`config.mk`:
```
export PLATFORM = sky130hd
export DESIGN_NAME = keypad_scanner_flat
export DESIGN_NICKNAME = d
export VERILOG_FILES = /design/src/rtl/keypad_pkg.sv /design/src/rtl/keypad_scanner_if.sv /design/src/rtl/scan_tick_gen.sv /design/src/rtl/keypad_scanner.sv /design/src/flat_wrapper.sv
export SDC_FILE = /design/constraint.sdc
export NUM_CORES = 1
export LEC_CHECK = 0
export BUFFER_PORTS_ARGS = -buffer_cell sky130_fd_sc_hd__buf_2
export CORE_MARGIN = 2
export CORE_UTILIZATION = 50
export CTS_BUF_LIST = sky130_fd_sc_hd__clkbuf_16
export DETAILED_ROUTE_END_ITERATION = 12
export PLACE_DENSITY_LB_ADDON = 0.2
export SLEW_MARGIN = 20
export SYNTH_ARGS = -nofsm -noshare
export SYNTH_HDL_FRONTEND = slang
export SYNTH_HIERARCHICAL = 1
export SYNTH_SLANG_ARGS = --single-unit
```
`constraint.sdc`:
```
create_clock -name clk -period 2.6 [get_ports clk]
set_input_delay 0.39 -clock clk [delete_from_list [all_inputs] [get_ports clk]]
set_output_delay 0.39 -clock clk [all_outputs]
set_load 0.01 [all_outputs]
```
`src/rtl/keypad_pkg.sv`:
```
// Shared types and constants for the matrix keypad scanner.
// State encoding, column drive patterns and row-sense helpers.
package keypad_pkg;

    typedef enum logic [1:0] {
        SCAN     = 2'd0,
        DEBOUNCE = 2'd1,
        HELD     = 2'd2,
        RELEASE  = 2'd3
    } state_t;

    localparam logic [3:0] COL_IDLE   = 4'b1111;
    localparam logic [3:0] COL0_DRIVE = 4'b1110;
    localparam logic [3:0] ROW_IDLE   = 4'b1111;

    localparam int ROW_W = 2;
    localparam int COL_W = 2;

    // Number of active-low rows in a sample.
    function automatic logic [2:0] rows_low(input logic [3:0] r_n);
        return {2'b00, ~r_n[0]} + {2'b00, ~r_n[1]} + {2'b00, ~r_n[2]} + {2'b00, ~r_n[3]};
    endfunction

    function automatic logic [ROW_W-1:0] row_index(input logic [3:0] r_n);
        if (!r_n[0])      return 2'd0;
        else if (!r_n[1]) return 2'd1;
        else if (!r_n[2]) return 2'd2;
        else              return 2'd3;
    endfunction

endpackage

```
`src/rtl/keypad_scanner_if.sv`:
```
// Keypad-side and key-event signals of the scanner, grouped for port binding.
// key_valid is a one-cycle strobe qualifying key_code; there is no ready, so the consumer must take it on that cycle.
interface keypad_scanner_if;
    import keypad_pkg::*;

    logic [3:0] row_n;
    logic [3:0] col_n;
    logic [3:0] key_code;
    logic       key_valid;
    logic       key_held;
    state_t     state;

    modport master (
        input  row_n,
        output col_n, key_code, key_valid, key_held, state
    );

    modport slave (
        output row_n,
        input  col_n, key_code, key_valid, key_held, state
    );

endinterface

```
`src/rtl/scan_tick_gen.sv`:
```
// Free-running divider emitting a one-clock tick every SCAN_DIV clocks.
// Wraps independently of any consumer state, so ticks are strictly periodic.
module scan_tick_gen #(
    parameter int SCAN_DIV = 50000
) (
    input  logic clk,
    input  logic reset,
    output logic tick
);
    localparam int CW = (SCAN_DIV > 1) ? $clog2(SCAN_DIV) : 1;
    localparam logic [CW-1:0] LAST = CW'(SCAN_DIV - 1);

    logic [CW-1:0] cnt;

    always_ff @(posedge clk or posedge reset) begin
        if (reset)            cnt <= '0;
        else if (cnt == LAST) cnt <= '0;
        else                  cnt <= cnt + 1'b1;
    end

    assign tick = (cnt == LAST);

endmodule

```
`src/rtl/keypad_scanner.sv`:
```
// 4x4 matrix keypad scanner: rotates an active-low column drive, debounces the
// row response and emits one key_code/key_valid event per accepted press.
module keypad_scanner
    import keypad_pkg::*;
#(
    parameter int SCAN_DIV         = 50000,
    parameter int DEBOUNCE_SAMPLES = 8
) (
    input  logic              clk,
    input  logic              reset,
    keypad_scanner_if.master  kp
);
    localparam int CNT_W = $clog2(DEBOUNCE_SAMPLES + 1);
    localparam logic [CNT_W-1:0] DS_C  = CNT_W'(DEBOUNCE_SAMPLES);
    localparam logic [CNT_W-1:0] ONE_C = CNT_W'(1);

    logic             tick;
    logic [3:0]       row_s1, row_s2;
    logic [2:0]       n_low;
    state_t           state, state_d;
    logic [3:0]       col_n_q, col_n_d;
    logic [COL_W-1:0] col_idx, col_idx_d;
    logic [3:0]       pattern, pattern_d;
    logic [CNT_W-1:0] cnt, cnt_d, cnt_inc;
    logic [3:0]       key_code, key_code_d;
    logic             key_valid, key_valid_d;
    logic             key_held, key_held_d;

    scan_tick_gen #(.SCAN_DIV(SCAN_DIV)) u_tick (
        .clk   (clk),
        .reset (reset),
        .tick  (tick)
    );

    // Rows are asynchronous to clk; nothing downstream sees row_n directly.
    always_ff @(posedge clk or posedge reset) begin
        if (reset) begin
            row_s1 <= ROW_IDLE;
            row_s2 <= ROW_IDLE;
        end else begin
            row_s1 <= kp.row_n;
            row_s2 <= row_s1;
        end
    end

    assign n_low   = rows_low(row_s2);
    assign cnt_inc = cnt + ONE_C;

    always_ff @(posedge clk or posedge reset) begin
        if (reset) begin
            state     <= SCAN;
            col_n_q   <= COL0_DRIVE;
            col_idx   <= '0;
            pattern   <= ROW_IDLE;
            cnt       <= '0;
            key_code  <= '0;
            key_valid <= 1'b0;
            key_held  <= 1'b0;
        end else begin
            state     <= state_d;
            col_n_q   <= col_n_d;
            col_idx   <= col_idx_d;
            pattern   <= pattern_d;
            cnt       <= cnt_d;
            key_code  <= key_code_d;
            key_valid <= key_valid_d;
            key_held  <= key_held_d;
        end
    end

    always_comb begin
        state_d     = state;
        col_n_d     = col_n_q;
        col_idx_d   = col_idx;
        pattern_d   = pattern;
        cnt_d       = cnt;
        key_code_d  = key_code;
        key_valid_d = 1'b0;
        key_held_d  = key_held;
        case (state)
            SCAN: begin
                if (tick) begin
                    if (n_low == 3'd0) begin
                        col_n_d   = {col_n_q[2:0], col_n_q[3]};
                        col_idx_d = col_idx + 2'd1;
                    end else begin
                        pattern_d = row_s2;
                        cnt_d     = ONE_C;
                        state_d   = DEBOUNCE;
                    end
                end
            end
            DEBOUNCE: begin
                // Acceptance happens the clock after the final confirming tick.
                if (cnt == DS_C) begin
                    key_code_d  = {row_index(pattern), col_idx};
                    key_valid_d = 1'b1;
                    key_held_d  = 1'b1;
                    state_d     = HELD;
                end else if (tick) begin
                    if (row_s2 == pattern && n_low == 3'd1) cnt_d = cnt_inc;
                    else if (row_s2 == pattern)             cnt_d = ONE_C;
                    else                                    state_d = SCAN;
                end
            end
            HELD: begin
                if (tick && n_low == 3'd0) begin
                    cnt_d   = ONE_C;
                    state_d = RELEASE;
                end
            end
            RELEASE: begin
                if (tick) begin
                    if (n_low != 3'd0) begin
                        state_d = HELD;
                    end else if (cnt_inc == DS_C) begin
                        key_held_d = 1'b0;
                        col_n_d    = {col_n_q[2:0], col_n_q[3]};
                        col_idx_d  = col_idx + 2'd1;
                        state_d    = SCAN;
                    end else begin
                        cnt_d = cnt_inc;
                    end
                end
            end
            default: state_d = SCAN;
        endcase
    end

    assign kp.col_n     = col_n_q;
    assign kp.key_code  = key_code;
    assign kp.key_valid = key_valid;
    assign kp.key_held  = key_held;
    assign kp.state     = state;

endmodule

```
`src/flat_wrapper.sv`:
```
// flat-port wrapper written by rule: the top's interface ports become plain ports
module keypad_scanner_flat import keypad_pkg::*;
#(
    parameter int SCAN_DIV         = 50000,
    parameter int DEBOUNCE_SAMPLES = 8
)
  (clk, reset, kp_row_n, kp_col_n, kp_key_code, kp_key_valid, kp_key_held, kp_state);
  keypad_scanner_if kp_i ();
  input  logic clk;
  input  logic reset;
  input wire logic [$bits(kp_i.row_n)-1:0] kp_row_n;
  output wire logic [$bits(kp_i.col_n)-1:0] kp_col_n;
  output wire logic [$bits(kp_i.key_code)-1:0] kp_key_code;
  output wire logic [$bits(kp_i.key_valid)-1:0] kp_key_valid;
  output wire logic [$bits(kp_i.key_held)-1:0] kp_key_held;
  output wire logic [$bits(kp_i.state)-1:0] kp_state;
  assign kp_i.row_n = kp_row_n;
  assign kp_col_n = kp_i.col_n;
  assign kp_key_code = kp_i.key_code;
  assign kp_key_valid = kp_i.key_valid;
  assign kp_key_held = kp_i.key_held;
  assign kp_state = kp_i.state;
  keypad_scanner #(.SCAN_DIV(SCAN_DIV), .DEBOUNCE_SAMPLES(DEBOUNCE_SAMPLES)) u_core (.clk(clk), .reset(reset), .kp(kp_i));
endmodule
```
==> summary.md, run 1 <==
| Metric | Value |
|---|---|
| Leak pwr | `approximately 1.2 nW` |
| Top Metal Used | `met4` |
| Clock tree buffer depth | `2` |
| Asr flop ratio synth | `1.00` |
| Outcome | `finished clean` |
| Chip height | `70.5 um` |
| Fin. Hold Viols | `0` |
| Critical Path AT | `2.68 ns` |
| Worst setup SP type | `flip-flop` |
| Number of diodes | `0` |
| FP Rows | `24` |
| Ranking of synthesized cells by area | `dfrtp_1, dfstp_2, xor2_1` |
| ANT nets after route | `0` |
| Initial antenna violation count | `0` |
| Clock buffer count from CTS | `5` |
| Pins Over Slew Limit | `0` |
| GRT Util Overall | `0.175` |
| Initial DRT Pass Iterations | `4` |
| Drt drc | `0` |
| Final HPWL DP | `between 2000 and 3000 um` |
| Port bufs | `17` |
| Sequential cell area fraction in the yosys report | `0.529` |
| CTS Sinks | `46` |
| Max VDD drop | `0.403 mV` |
| Top-Level Pins | `18` |
| Setup TNS | `0 ns` |
| Synth Net Count | `208` |
| Commonest non-fill, non-tap cell in the layout | `dfrtp_1` |
| Pwr Density | `about 560 nW/um^2` |
| Total grt overflow | `0` |
| Synth warnings | `6` |
| Initial core utilization | `0.515` |
| Ratio of cells with drive above 1 in the final layout | `0.285` |
| Final WL | `3930 um` |
| Final core utilization | `0.586` |
| Tightest Hold Check Type | `in2async` |
| Kind of critical path | `reg2reg` |
| Max FO, Critical Path | `5` |
| TritonCTS clock tree | `built` |
| Synth cell types | `46` |
| Worst-skew pair later-pin latency | `0.29 ns` |
| Die area | `4980 sq um` |
| Nets | `232` |
| Number of flops mapped to enable cells by yosys | `0` |
| Die X | `around 71 um` |
| Max Cap Viol | `0` |
| Placer Congestion | `~0.85` |
| Critical Path End Type | `flip-flop` |
| RSZ-0062 raised after global routing | `no` |
| Max Clk Rate | `400 MHz` |
| Synth Instances | `196` |
| Clk pin slew, worst setup/hold paths | `around 0.06 ns` |
| Area grow syn2layout | `13.6%` |
| First-pass GRT wire length | `6790 um` |
| Worst slew margin relative to its limit | `0.600` |
| CP Data Required Time | `2.78 ns` |
| Seq cells post-synth | `46` |
| CTS root buf | `clkbuf_16` |
| Main flop type after synthesis | `dfrtp_1` |
| DR vias/cell | `roughly 5.4` |
| Routed length on met1 | `1740 um` |
| Worst Skew | `0.00489 ns` |
| Area of the multi-input gates | `975 sq um` |
| Yosys top cell by area | `dfrtp_1` |
| Yosys top cell area share | `0.350` |
| Vias in the first global route | `1,471` |
| Final min period | `2.50 ns` |
| Largest net degree at the start of global routing | `31` |
| FF/Latch Area | `1170 sq um` |
| Synthesized cell area | `around 2200 sq um` |
| Tightest Pin Transition | `0.599 ns` |
| Number of vias in the routed layout | `approximately 1,500` |
| DR WL/cell | `~14 um` |
| Fillcell total | `350` |
| Most frequent cells in the layout | `dfrtp_1, nand2_1, buf_2` |
| Core area | `roughly 4300 sq um` |
| # H-tree levels | `2` |
| Met3 WL post-DR | `roughly 160 um` |
| Starting DRT DRC Count | `between 80 and 90` |
| Avg Inst Size Synth | `11.3 sq um` |
| Power, Total | `0.00140 W` |
| DR WL met2 | `1970 um` |
| Period utilisation layout | `0.962` |
| Number of setup violations in the final report | `0` |
==> Yosys cell counts, types with 3 or more instances <==
cell / number
inv_1: 12
dfstp_2: 15
mux2_2: 7
nor2_1: 12
dfrtp_1: 31
xor2_1: 12
mux2i_1: 3
o21ai_0: 7
nor3_1: 4
nand4_1: 4
ha_1: 5
nand3_1: 8
nand2_1: 24
xnor2_1: 8
==> kinds of logic after synthesis <==
family | after synthesis | synth area share
compound gates | 21 | 0.0684
xor+xnor | 20 | 0.0791
fa+ha+maj | 6 | 0.0373
buf+inv | 16 | 0.0350
flops | 46 | 0.529
mux | 11 | 0.0560
simple gates | 76 | 0.196
==> final cells by class <==
type | count | area share
well taps | 52 | 0.0259
clock buffers | 5 | 0.0498
clock inverters | 3 | 0.00796
inverters | 12 | 0.0179
multi-input cells | 134 | 0.388
repair buffers | 21 | 0.0458
flip-flops and latches | 46 | 0.465
==> path summary, 6_finish.rpt <==
path	from	endpoint	slack [ns]	cells after the start
setup / recovery	u_core/row_s2[0]	u_core/kp.col_n[0]	0.1	8
max in group asynchronous	reset	u_core/u_tick/cnt[15]	2.03	2
setup reg to reg	u_core/row_s2[0]	u_core/kp.col_n[0]	0.1	8
hold reg to reg	u_core/row_s1[3]	u_core/row_s2[3]	0.36	0
hold / removal	reset	u_core/cnt[2]	0.18	3
min in group clk	kp_row_n[0]	u_core/row_s1[0]	0.20	1
==> critical path, cell delays in order, from the launching register on <==
cell     delay, ns
dfstp_2       0.39
fa_1          0.52
inv_1         0.04
ha_1          0.17
ha_1          0.31
nor3_1        0.24
nand2_1       0.16
a21oi_4       0.20
mux2_2        0.35
==> metrics by stage <==
step / worst slack [ns] / std cells / cell area, sq um / hold WS [ns]
after floorplan: 0.0841 / 196 / 2210 / 0.304
after global placement: 0.138 / 264 / 2350 / 0.346
after detailed placement: 0.0577 / 264 / 2350 / 0.347
after CTS: 0.0638 / 272 / 2500 / 0.187
after global routing: 0.0182 / 273 / 2510 / 0.186
final: 0.0996 / 273 / 2510 / 0.176
==> repair_timing <==
action | 4_1_cts | 5_1_grt
hold buffers | 0 | 0
hold endpoints to repair | 0 | 0
endpoints found under the setup margin | 0 | 3
setup buffers | 0 | 1
resized for setup | 0 | 2
==> sequential cells by signal, summed over array words and instances (netlist names) <==
register and count:
u_core/u_tick/cnt 16, u_core/cnt 4, u_core/kp.col_n 4, u_core/kp.key_code 4
u_core/pattern 4, u_core/row_s1 4, u_core/row_s2 4, u_core/col_idx 2
u_core/kp.state 2, u_core/kp.key_held 1, u_core/kp.key_valid 1
==> power by group <==
| part | internal [W] | switching, W | total [W] |
|---|---|---|---|
| Combinational | 0.0000194 | 0.0000330 | 0.0000524 |
| Clock | 0.000356 | 0.000263 | 0.000619 |
| Sequential | 0.000728 | 0.00000437 | 0.000732 |
| Total | 0.00110 | 0.000300 | 0.00140 |
==> metal layers <==
metal  track usage  vias up
li1              -      720
met1         0.222      719
met2         0.287       30
met3        0.0499        7
met4        0.0692        0
met5             0        -
No activity file was read; power rests on OpenSTA's default activity.
==> run 2: changes to the inputs <==
--- a/config.mk
+++ b/config.mk
@@ -7,9 +7,10 @@
 export LEC_CHECK = 0
 export BUFFER_PORTS_ARGS = -buffer_cell sky130_fd_sc_hd__buf_2
 export CORE_MARGIN = 2
-export CORE_UTILIZATION = 50
+export CORE_UTILIZATION = 53
 export CTS_BUF_LIST = sky130_fd_sc_hd__clkbuf_16
 export DETAILED_ROUTE_END_ITERATION = 12
+export GPL_ROUTABILITY_DRIVEN = 0
 export PLACE_DENSITY_LB_ADDON = 0.2
 export SLEW_MARGIN = 20
 export SYNTH_ARGS = -nofsm -noshare
==> run 2 against run 1 <==
Net effect: combinational power is 15% higher; via count is 3.2% higher; critical path depth stayed put; register-to-register slack worse by 0.02 ns; cell count is 0.73% lower; final area is 0.55% higher; clock power is 3% lower; sequential share of layout area is 0.25 points lower; clock skew is 0.0011 ns higher; worst hold slack worse by 0.014 ns; critical endpoint unchanged; highest routed layer unchanged.
==> summary.md, run 2 (synthesized netlist as in run 1, its figures left out) <==
| Metric | Value |
|---|---|
| Chip height | `68.6 um (-2.7%)` |
| Total grt overflow | `0 (unchanged)` |
| Max Clk Rate | `397 MHz (-0.83%)` |
| Core area | `4000 sq um (-6.8%)` |
| DR vias/cell | `5.62 (+3.9%)` |
| CP Data Required Time | `2.77 ns (about the same)` |
| Commonest non-fill, non-tap cell in the layout | `dfrtp_1` |
| Number of diodes | `0 (unchanged)` |
| Crit-path cells | `fa_1, inv_1, ha_1, ha_1, nor3_2, nand2_2, a21oi_4, mux2_2` |
| Tightest Hold Check Type | `in2async` |
| Clk pin slew, worst setup/hold paths | `0.06 ns (about the same)` |
| Initial core utilization | `0.553 (+0.0379)` |
| Area after DPL | `2350 sq um (-0.11%)` |
| DR WL/cell | `15.0 um (+4.3%)` |
| Critical Path End Type | `flip-flop` |
| Hold_buf cts | `0 (unchanged)` |
| Most flops, register | `u_core/u_tick/cnt` |
| Largest delay share family, worst path | `adder cells` |
| Clock buffer count from CTS | `5 (unchanged)` |
| First-pass GRT wire length | `7020 um (+3.5%)` |
| CTS root buf | `clkbuf_16` |
| Clock tree buffer depth | `2 (unchanged)` |
| Crit-path slowest cell | `fa_1` |
| Number of vias in the routed layout | `1,523 (+3.2%)` |
| Crit path buf inv count | `1 (unchanged)` |
| Most frequent cells in the layout | `dfrtp_1, nand2_1, buf_2` |
| Critical Path AT | `2.69 ns (about the same)` |
| Final non-filler cell total | `271 (-0.73%)` |
| Kind of critical path | `reg2reg` |
| Starting DRT DRC Count | `82 (-7.9%)` |
| Worst Skew | `0.00603 ns (+0.00115 ns)` |
| GRT Util Overall | `0.205 (+0.0292)` |
| Nets | `232 (unchanged)` |
| Max reg flops | `16 (unchanged)` |
| FP Rows | `23 (-4.2%)` |
| Most Frequent Cell on Critical Path | `ha_1` |
| Final HPWL DP | `2930 um (-1.2%)` |
| Largest net degree at the start of global routing | `26 (-16%)` |
| Max VDD drop | `0.381 mV (-5.5%)` |
| CTS Sinks | `46 (unchanged)` |
| Worst-skew pair later-pin latency | `0.28 ns (about the same)` |
| Period utilisation layout | `0.970 (+0.00804)` |
| Top-Level Pins | `18 (unchanged)` |
| Pins Over Slew Limit | `0 (unchanged)` |
| Final WL | `4070 um (+3.5%)` |
| Max FO, Critical Path | `6 (+1)` |
| Setup TNS | `0 ns (unchanged)` |
| Ratio of cells with drive above 1 in the final layout | `0.294 (+0.00905)` |
| Initial DRT Pass Iterations | `4 (unchanged)` |
| DP Cell Count | `262 (-0.76%)` |
| Final min period | `2.52 ns (+0.0209 ns)` |
| Initial antenna violation count | `0 (unchanged)` |
| Worst setup SP type | `flip-flop` |
| Die X | `68.6 um (-2.7%)` |
| Max incr delay on CP | `0.54 ns (+0.02 ns)` |
| Hold Slack | `0.163 ns (-0.0138 ns)` |
| Vias in the first global route | `1,513 (+2.9%)` |
| Worst slew margin relative to its limit | `0.392 (-0.208)` |
| Die area | `4710 sq um (-5.3%)` |
| Area grow syn2layout | `14.2%` |
| Port bufs | `17 (unchanged)` |
| ANT nets after route | `0 (unchanged)` |
| Fin. Hold Viols | `0 (unchanged)` |
| Max Cap Viol | `0 (unchanged)` |
| Pwr Density | `552 nW/um^2 (-1.1%)` |
| Drt drc | `0 (unchanged)` |
| # H-tree levels | `2 (unchanged)` |
| Number of setup violations in the final report | `0 (unchanged)` |
| Tightest Pin Transition | `0.911 ns (+0.312 ns)` |
| Cell area after layout | `2530 sq um (+0.55%)` |
| Outcome | `finished clean` |
| Leak pwr | `1.17 nW (+0.46%)` |
| TritonCTS clock tree | `built` |
run 2: changes by cell type in the layout (fill, tap and decap cells not counted), sizes merged:
| cell | change |
|---|---|
| clkinv | -2 |
| inv | +2 |
run 2: final timing paths:
path	slack [ns]	endpoint	cells after the start	startpoint
worst min register to register	0.36	u_core/row_s2[1]	0	u_core/row_s1[1]
min in group clk	0.20	u_core/row_s1[3]	1	kp_row_n[3]
worst max register to register	0.08	u_core/kp.col_n[0]	8	u_core/row_s2[0]
max in group asynchronous	1.57	u_core/row_s2[1]	3	reset
worst min-delay path	0.16	u_core/u_tick/cnt[6]	2	reset
worst max-delay path	0.08	u_core/kp.col_n[0]	8	u_core/row_s2[0]
run 2: cell type report:
type | count | area [sq um]
Clock buffer | 5 | 125
Clock inverter | 3 | 16.3
Fill cell | 313 | 1470
Inverter | 12 | 45.0
Multi-Input combinational cell | 134 | 995
Sequential cell | 46 | 1170
Tap cell | 50 | 62.6
Timing Repair Buffer | 21 | 115
run 2: per-stage QoR:
step	util	power [W]	setup slack, ns
6_report	0.632	0.00139	0.0787
5_1_grt	0.632	0.00145	-0.0221
2_1_floorplan	-	0.000777	0.0841
3_5_place_dp	0.588	0.000797	0.0510
3_3_place_gp	0.588	0.000793	0.133
4_1_cts	0.623	0.00140	0.0254
run 2: layer usage:
layer  routed length [um]  vias to the layer above  global-route usage
met4                   39                        0              0.0700
met3                  165                        5              0.0536
met5                    0                        -                   0
met2                 2140                       42               0.335
met1                 1720                      755               0.263
li1                     -                      721                   -
run 2: what timing repair did:
| item | CTS | global route |
|---|---|---|
| buffers inserted | 0 | 1 |
| setup endpoints to repair | 0 | 11 |
| hold endpoints to repair | 0 | 0 |
| gates resized for setup | 0 | 6 |
run 2: report_power, final:
part           internal (W)  switching (W)
registers          0.000728     0.00000445
clock network      0.000353       0.000249
logic             0.0000234      0.0000367
